===== config.mk =====
export PLATFORM = sky130hd
export DESIGN_NAME = pixel_pipe
export DESIGN_NICKNAME = d
export VERILOG_FILES = /design/src/rtl/ppu_pkg.sv /design/src/rtl/sprite_merge_fifo.sv /design/src/rtl/pixel_pipe.sv
export SDC_FILE = /design/constraint.sdc
export NUM_CORES = 1
export LEC_CHECK = 0
export CORE_MARGIN = 2
export CORE_UTILIZATION = 52
export CTS_CLUSTER_DIAMETER = 40
export CTS_CLUSTER_SIZE = 10
export DETAILED_ROUTE_END_ITERATION = 16
export GPL_TIMING_DRIVEN = 0
export PLACE_DENSITY = 0.95
export SLEW_MARGIN = 20
export SYNTH_ARGS = -nofsm -noshare
export SYNTH_HDL_FRONTEND = slang
export SYNTH_SLANG_ARGS = --single-unit

===== constraint.sdc =====
create_clock -name clk -period 4.79 [get_ports clk]
set_clock_uncertainty 0.05 [all_clocks]
set_input_delay 0.958 -clock clk [delete_from_list [all_inputs] [get_ports clk]]
set_output_delay 0.958 -clock clk [all_outputs]
set_load 0.01 [all_outputs]

===== src/rtl/ppu_pkg.sv =====
// Shared PPU types, constants and palette helper for the pixel pipe.
// PIXEL_PIPE_BG_PRIORITY_EN selects whether sprite slots carry the BG-priority bit.
package ppu_pkg;

   localparam int         FIFO_DEPTH  = 8;
   localparam logic [1:0] TRANSPARENT = 2'b00;

   typedef struct packed {
      logic lcd_en;
      logic win_map;
      logic win_en;
      logic tile_sel;
      logic bg_map;
      logic obj_size;
      logic obj_ena;
      logic bg_ena;
   } lcdc_t;

   typedef struct packed {
      logic [7:0] lo;
      logic [7:0] hi;
      logic       bg_prio;
      logic       y_flip;
      logic       x_flip;
      logic       pal;
   } sprite_data_t;

`ifdef PIXEL_PIPE_BG_PRIORITY_EN
   typedef struct packed {
      logic [1:0] col;
      logic       pal;
      logic       prio;
   } obj_px_t;
`else
   typedef struct packed {
      logic [1:0] col;
      logic       pal;
   } obj_px_t;
`endif

   // Shade for colour c is the 2-bit field pal[2c+1:2c].
   function automatic logic [1:0] pal_lookup(input logic [7:0] pal, input logic [1:0] c);
      return pal[{c, 1'b0} +: 2];
   endfunction

endpackage


===== src/rtl/sprite_merge_fifo.sv =====
// Eight-slot sprite pixel FIFO: merges sprite rows into transparent slots, shifts on output.
// PIXEL_PIPE_BG_PRIORITY_EN keeps the BG-priority bit in each slot.
module sprite_merge_fifo
   import ppu_pkg::*;
(
   input  logic         clk,
   input  logic         rst,
   input  logic         i_clear,
   input  logic         i_merge,
   input  logic         i_shift,
   input  sprite_data_t i_spr,
   output obj_px_t      o_head
);

   obj_px_t r_slot [FIFO_DEPTH];
   obj_px_t w_new  [FIFO_DEPTH];
   logic    w_unused;

   always_comb begin
      for (int i = 0; i < FIFO_DEPTH; i++) begin
         w_new[i]     = '0;
         w_new[i].col = i_spr.x_flip ? {i_spr.hi[i], i_spr.lo[i]}
                                     : {i_spr.hi[FIFO_DEPTH-1-i], i_spr.lo[FIFO_DEPTH-1-i]};
         w_new[i].pal = i_spr.pal;
`ifdef PIXEL_PIPE_BG_PRIORITY_EN
         w_new[i].prio = i_spr.bg_prio;
`endif
      end
   end

   // Earlier sprites own their pixels: only transparent slots accept a new opaque pixel.
   always_ff @(posedge clk) begin
      if (!rst || i_clear) begin
         for (int i = 0; i < FIFO_DEPTH; i++) r_slot[i] <= '0;
      end else if (i_merge) begin
         for (int i = 0; i < FIFO_DEPTH; i++)
            if (r_slot[i].col == TRANSPARENT && w_new[i].col != TRANSPARENT)
               r_slot[i] <= w_new[i];
      end else if (i_shift) begin
         for (int i = 0; i < FIFO_DEPTH-1; i++) r_slot[i] <= r_slot[i+1];
         r_slot[FIFO_DEPTH-1] <= '0;
      end
   end

   assign o_head = r_slot[0];

`ifdef PIXEL_PIPE_BG_PRIORITY_EN
   assign w_unused = &{1'b0, i_spr.y_flip};
`else
   assign w_unused = &{1'b0, i_spr.y_flip, i_spr.bg_prio};
`endif

endmodule


===== src/rtl/pixel_pipe.sv =====
// BG/sprite pixel FIFOs with fine-scroll discard, BG/OBJ mixer and palette mapping to LCD.
// PIXEL_PIPE_BG_PRIORITY_EN: honour sprite bg_prio against opaque BG pixels.
module pixel_pipe
   import ppu_pkg::*;
#(
   parameter int LINE_WIDTH = 160
) (
   input  logic       clk,
   input  logic       rst,
   input  logic       ce,
   input  logic       line_start,
   input  logic [7:0] scx,
   input  logic       bg_push,
   input  logic [7:0] bg_lo,
   input  logic [7:0] bg_hi,
   output logic       bg_ready,
   input  logic       bg_flush,
   input  logic       spr_push,
   input  logic [7:0] spr_lo,
   input  logic [7:0] spr_hi,
   input  logic [3:0] spr_attrs,
   input  logic       stall,
   input  logic [7:0] lcdc,
   input  logic [7:0] bgp,
   input  logic [7:0] obp0,
   input  logic [7:0] obp1,
   output logic       pix_valid,
   output logic [1:0] pix_shade,
   output logic [7:0] pix_x,
   output logic       line_done
);

   logic [1:0]   r_bg [FIFO_DEPTH];
   logic [3:0]   r_count;
   logic [2:0]   r_discard;
   logic [7:0]   r_x;
   logic         r_done;

   lcdc_t        w_lcdc;
   sprite_data_t w_spr;
   obj_px_t      w_obj;
   logic         w_bg_load, w_merge, w_pop, w_discard, w_emit, w_last, w_use_spr;
   logic [1:0]   w_bgc, w_shade;
   logic         w_unused;

   assign w_lcdc = lcdc_t'(lcdc);

   always_comb begin
      w_spr         = '0;
      w_spr.lo      = spr_lo;
      w_spr.hi      = spr_hi;
      w_spr.bg_prio = spr_attrs[3];
      w_spr.y_flip  = spr_attrs[2];
      w_spr.x_flip  = spr_attrs[1];
      w_spr.pal     = spr_attrs[0];
   end

   // line_start outranks every other request; bg_flush outranks bg_push.
   assign bg_ready  = (r_count == 4'd0) && !r_done;
   assign w_bg_load = ce && bg_push && bg_ready && !line_start && !bg_flush;
   assign w_merge   = ce && spr_push && !r_done && !line_start;
   assign w_pop     = ce && (r_count != 4'd0) && !stall && !spr_push && !r_done
                      && !line_start && !bg_flush;
   assign w_discard = w_pop && (r_discard != 3'd0);
   assign w_emit    = w_pop && (r_discard == 3'd0);
   assign w_last    = (r_x == 8'(LINE_WIDTH - 1));

   assign w_bgc = w_lcdc.bg_ena ? r_bg[0] : TRANSPARENT;
`ifdef PIXEL_PIPE_BG_PRIORITY_EN
   assign w_use_spr = w_lcdc.obj_ena && (w_obj.col != TRANSPARENT)
                      && !(w_obj.prio && (w_bgc != TRANSPARENT));
`else
   assign w_use_spr = w_lcdc.obj_ena && (w_obj.col != TRANSPARENT);
`endif
   assign w_shade = w_use_spr ? pal_lookup(w_obj.pal ? obp1 : obp0, w_obj.col)
                              : pal_lookup(bgp, w_bgc);

   sprite_merge_fifo u_spr_fifo (
      .clk     (clk),
      .rst     (rst),
      .i_clear (ce && line_start),
      .i_merge (w_merge),
      .i_shift (w_emit),
      .i_spr   (w_spr),
      .o_head  (w_obj)
   );

   always_ff @(posedge clk) begin
      if (w_bg_load) begin
         for (int i = 0; i < FIFO_DEPTH; i++)
            r_bg[i] <= {bg_hi[FIFO_DEPTH-1-i], bg_lo[FIFO_DEPTH-1-i]};
      end else if (w_pop) begin
         for (int i = 0; i < FIFO_DEPTH-1; i++) r_bg[i] <= r_bg[i+1];
         r_bg[FIFO_DEPTH-1] <= TRANSPARENT;
      end
   end

   always_ff @(posedge clk) begin
      if (!rst) begin
         r_count   <= 4'd0;
         r_discard <= 3'd0;
         r_x       <= 8'd0;
         r_done    <= 1'b1;
         pix_valid <= 1'b0;
         pix_shade <= 2'd0;
         pix_x     <= 8'd0;
         line_done <= 1'b0;
      end else if (ce) begin
         pix_valid <= w_emit;
         line_done <= w_emit && w_last;
         if (w_emit) begin
            pix_shade <= w_shade;
            pix_x     <= r_x;
         end
         if (line_start) begin
            r_count   <= 4'd0;
            r_discard <= scx[2:0];
            r_x       <= 8'd0;
            r_done    <= 1'b0;
         end else begin
            if (bg_flush)       r_count <= 4'd0;
            else if (w_bg_load) r_count <= 4'd8;
            else if (w_pop)     r_count <= r_count - 4'd1;
            if (w_discard) r_discard <= r_discard - 3'd1;
            // x saturates on the last pixel; done then idles the pipe until line_start.
            if (w_emit) begin
               if (w_last) r_done <= 1'b1;
               else        r_x    <= r_x + 8'd1;
            end
         end
      end
   end

   assign w_unused = &{1'b0, scx[7:3], w_lcdc.lcd_en, w_lcdc.win_map, w_lcdc.win_en,
                       w_lcdc.tile_sel, w_lcdc.bg_map, w_lcdc.obj_size};

endmodule


== Word-level counts from Yosys, hierarchy flattened ==
Memory sizes are Yosys's and may differ from the RTL's.
Cells that the tools add are included.
Operators by class
  add/sub/neg operators: 3
  bitwise logic cells: 24
  muxes and demuxes: 90
  eq/ne operators: 2
  shift-type cells: 2
  reductions and logical operators: 64
Operators with widths (number)
  3-bit 2-to-1 mux: 18
  1-bit 2-to-1 mux: 46
  2-bit 2-to-1 mux: 18
  8-bit 2-to-1 mux: 4
  1-bit logical AND: 27
  1-bit bitwise OR: 24
  2-bit nonzero test: 12
  2-bit zero test: 8
  4-bit 2-to-1 mux: 4
  8-bit by 4-bit indexed part select with 2-bit output: 2
  8-bit by 1-bit adder with 8-bit output (second input constant): 1
  8-bit equality test (second input constant): 1
  4-bit nonzero test: 2
  1-bit zero test: 6
  2-bit AND reduction: 3
  3-bit AND reduction: 2
  4-bit zero test: 1
  4-bit by 1-bit subtractor with 4-bit output (second input constant): 1
  3-bit zero test: 1
  3-bit nonzero test: 1
  3-bit by 1-bit subtractor with 3-bit output (second input constant): 1
  2-bit inequality test (second input constant): 1
  1-bit logical OR: 1
Word-level totals
  register bits after elaboration: 28
  memory bits (writable): 40
  input bits: 84
  memories: 2
Memories
  u_spr_fifo.r_slot: depth 8, bits a word 3, read ports 8, clocked after memory_dff 0, write ports 8, line sprite_merge_fifo.sv:15  | obj_px_t r_slot [FIFO_DEPTH];
  r_bg: depth 8, bits a word 2, read ports 8, clocked after memory_dff 0, write ports 8, line pixel_pipe.sv:33  | logic [1:0] r_bg [FIFO_DEPTH];

== Longest topological paths before layout ==
  depth after elaboration: 13
  depth in mapped cells: 8

== Cells and area by module ==
A second synthesis with hierarchy kept.
Unflattened totals
  cell total of the unflattened synthesis: 398
  area total of the unflattened synthesis: 3723.6 sq um
Modules (own cells, without submodules)
  pixel_pipe: seq. area each 1041.0 sq um, times used 1, area each 2269.7 sq um, cells an instance 258
  sprite_merge_fifo: seq. area each 690.7 sq um, times used 1, area each 1453.9 sq um, cells an instance 140

== Least setup slack after synthesis ==
No wires, ideal clock.
  kind: input port to flip-flop
  from: in spr_push
  to: mem u_spr_fifo.r_slot[0][0] (netlist name), data pin
  stages: 6
  required time: 4.591 ns
  setup time: 0.149 ns
  setup slack: 2.043 ns
  buffers on the path: 2
  arrival time: 2.548 ns
  path through: or3_4 > or4_4 > buf_6 > nor2_1 > buf_2 > o2bb2ai_1
RTL lines
  from (decl): line pixel_pipe.sv:18  | input logic spr_push,
  to (decl): line sprite_merge_fifo.sv:15

==> metrics <==
Avg Inst Size Synth 10.33 um2; Placer Congestion 0.8947; crit end category flop; drt pass-1 iters 5; CP Data Required Time 4.73 ns; setup slack, reg-to-reg 1.89 ns; met1 Resource Use GR 30.79%; diodes inserted 0; DR DRC count 0; status complete, no violations; CP arrival 3.35 ns; first-pass GRT wire length 14,430 um; period utilization 71.11%; CTS tree yes; setup bufs post-CTS 0; Lkg Pwr 0.001671 uW; Clk Latency, worst-skew pair 0.36 ns; Post-Syn Instances 345; vias per cell 6.060; fin area 4652 um2; hold buffers post-CTS 0; max cap viols 0; cts repair resizes 0; post-place instance area 4444 um2; Setup Crit Path Kind in -> reg; die width 86.78 um; Final TNS setup 0 ns; Mapped Area 3563 um2; fin. max-slew vios 0; grt peak-use layer met2; cell row count 30; via count 3,145; Avg WL per Cell 16.89 um; Post-synth EDFFs 37; Clock Sinks 68; Seq cells post-synth 68; Initial Util 53.04%; hold slack 0.4173 ns; Final Net Count 522; RSZ-0062 raised after global routing no; IO Count 97; CTS root buf clkbuf_8; vias in the first global route 3,081; Total Routed Length 8766 um; pin count of the biggest net entering global routing 17; Antenna Nets Post-Route 0; Slew Limit Headroom 37.27%; Hold Violations, Final 0; Clock H-tree levels 3; synth warn 0; Fmax 293.6 MHz; hpwl dp 6483 um; cts bufs inserted 9; sequential area share after synthesis 48.60%; Post-synth top flop edfxtp_1; area grow syn2layout 30.55%; clk buf depth 2; M3 GR Usage 5.619%; initial drt markers 269; clk slew on worst S/H paths 0.08 ns; adder-cell area share of the yosys netlist 1.404%; worst-path fanout max 16; initial antenna violation count 0; crit path launch type input pin; Synth Area in Simple Gates 17.21%; proportion of layout cells with a drive suffix above 1 10.93%; main combinational cell family by area after synthesis simple AND/OR/NAND/NOR gates; die height 86.78 um; Total GRT Usage 24.59%; number of unique standard cell types used by synthesis 56; Net Count, Synth 433; pwr/cell area 270.9 nW/um2; peak supply drop 204.3 uV; post-synthesis mux area share 12.39%; GRT met2 Usage 41.08%; Post-Synth XOR/XNOR Area 0%; final setup fails 0; GRT overflow 0; Worst-Margin Slew 0.9172 ns; # port buffers 78; die area 7531 um2; core region area 6719 um2; Tmin final 3.406 ns; Post-synth ARST share 0%; Hold Crit Class reg -> reg; Compound-Gate Fraction of Synth Area 16.92%
==> placed cells by master, fill, tap and decap left out, types with 3 or more instances in the layout <==
master,count
a41o_1,4
mux2i_1,16
clkdlybuf4s50_1,78
nor2_1,18
o2bb2ai_1,12
inv_1,14
dfxtp_1,31
nand2_1,43
nand2b_1,12
mux2_2,21
a22o_1,4
o32ai_1,4
nor4_1,3
o31ai_1,5
a31oi_1,8
clkbuf_1,11
edfxtp_1,37
a21oi_1,16
o211ai_1,4
o21ai_0,13
nand4_1,3
nand3_1,13
buf_2,3
ha_1,4
clkbuf_8,10
or3_1,4
==> stage by stage <==
| stage | util (%) | setup WS [ns] | total power [uW] | cells |
|---|---|---|---|---|
| floorplan | - | 2.043 | 708.9 | 345 |
| global placement | 66.15 | 1.003 | 782.9 | 503 |
| detailed placement | 66.15 | 0.9145 | 788.4 | 503 |
| CTS | 69.14 | 1.312 | 1262 | 519 |
| global route | 69.24 | 1.204 | 1304 | 519 |
| finish | 69.24 | 1.384 | 1260 | 519 |
==> per-layer routing <==
layer / share of wire [%] / up-vias / wire length, um
met3: 7.2 / 16 / 627
li1: - / 1507 / -
met4: 1.9 / 0 / 167
met2: 50 / 141 / 4405
met1: 41 / 1481 / 3565
met5: 0 / - / 0
==> power by group <==
| part | leakage [uW] | internal [uW] | switching [uW] |
|---|---|---|---|
| logic | 0.000946 | 80.6 | 61.1 |
| clock network | 0.0000983 | 253 | 229 |
| registers | 0.000626 | 627 | 8.84 |
| total | 0.00167 | 961 | 299 |
==> cells by family (layout without fill, tap and decap cells) <==
kind of cell / Yosys count / count (layout)
buffers and inverters: 30 / 124
muxes: 39 / 39
and+or+nand+nor: 119 / 119
AOI/OAI and AO/OA: 85 / 85
DFF: 68 / 68
adders and majority gates: 4 / 4
==> synthesized netlist by cell type, types with 2 or more instances <==
cell type,count,area share [%]
a21oi_1,16,2.2
a22o_1,4,0.98
a22oi_1,2,0.42
a31oi_1,8,1.4
a41o_1,4,1.1
a41oi_1,2,0.49
and3_1,2,0.35
and4_1,2,0.49
buf_2,3,0.42
clkbuf_1,11,1.2
dfxtp_1,31,17
edfxtp_1,37,31
ha_1,4,1.4
inv_1,14,1.5
mux2_2,21,6.6
mux2i_1,16,4.5
mux4_2,2,1.3
nand2_1,43,4.5
nand2b_1,12,2.1
nand3_1,13,1.8
nand4_1,3,0.53
nor2_1,18,1.9
nor3_1,2,0.28
nor3b_1,2,0.42
nor4_1,4,0.70
o211ai_1,4,0.84
o21ai_0,13,1.8
o2bb2ai_1,12,2.9
o31ai_1,5,1.1
o32ai_1,4,0.98
o41ai_1,2,0.49
or3_1,4,0.70
or4_1,2,0.42
==> sequential cells by signal (all words and copies together) (netlist names), 2 cells and up <==
| name | cells |
|---|---|
| u_spr_fifo.r_slot | 24 |
| r_count | 4 |
| r_discard | 3 |
| r_x | 8 |
| pix_x | 8 |
| r_bg | 16 |
| pix_shade | 2 |
==> layout make-up <==
type,count,area [um2]
Fill cell,484,2067
Sequential cell,68,1732
Multi-Input combinational cell,247,1714
Timing Repair Buffer,78,780.7
Clock buffer,10,137.6
Tap cell,80,100.1
Buffer,16,71.32
Clock inverter,6,63.81
Inverter,14,52.55
==> worst max-delay path, stage by stage <==
cell and delay [ns]:
clkdlybuf4s50_1 0.54, nor3_1 0.52, nand3_1 0.36, clkbuf_1 0.36
nand2_1 0.60
==> worst paths after layout <==
| path | cells past startpoint | endpoint | startpoint |
|---|---|---|---|
| max reg2reg | 6 | r_bg[0][7] | r_count[0] |
| max | 5 | r_bg[0][7] | spr_push |
| min reg2reg | 2 | pix_x[0] | pix_x[0] |
| min | 2 | pix_x[0] | pix_x[0] |
(Power assumes the default switching activity.)
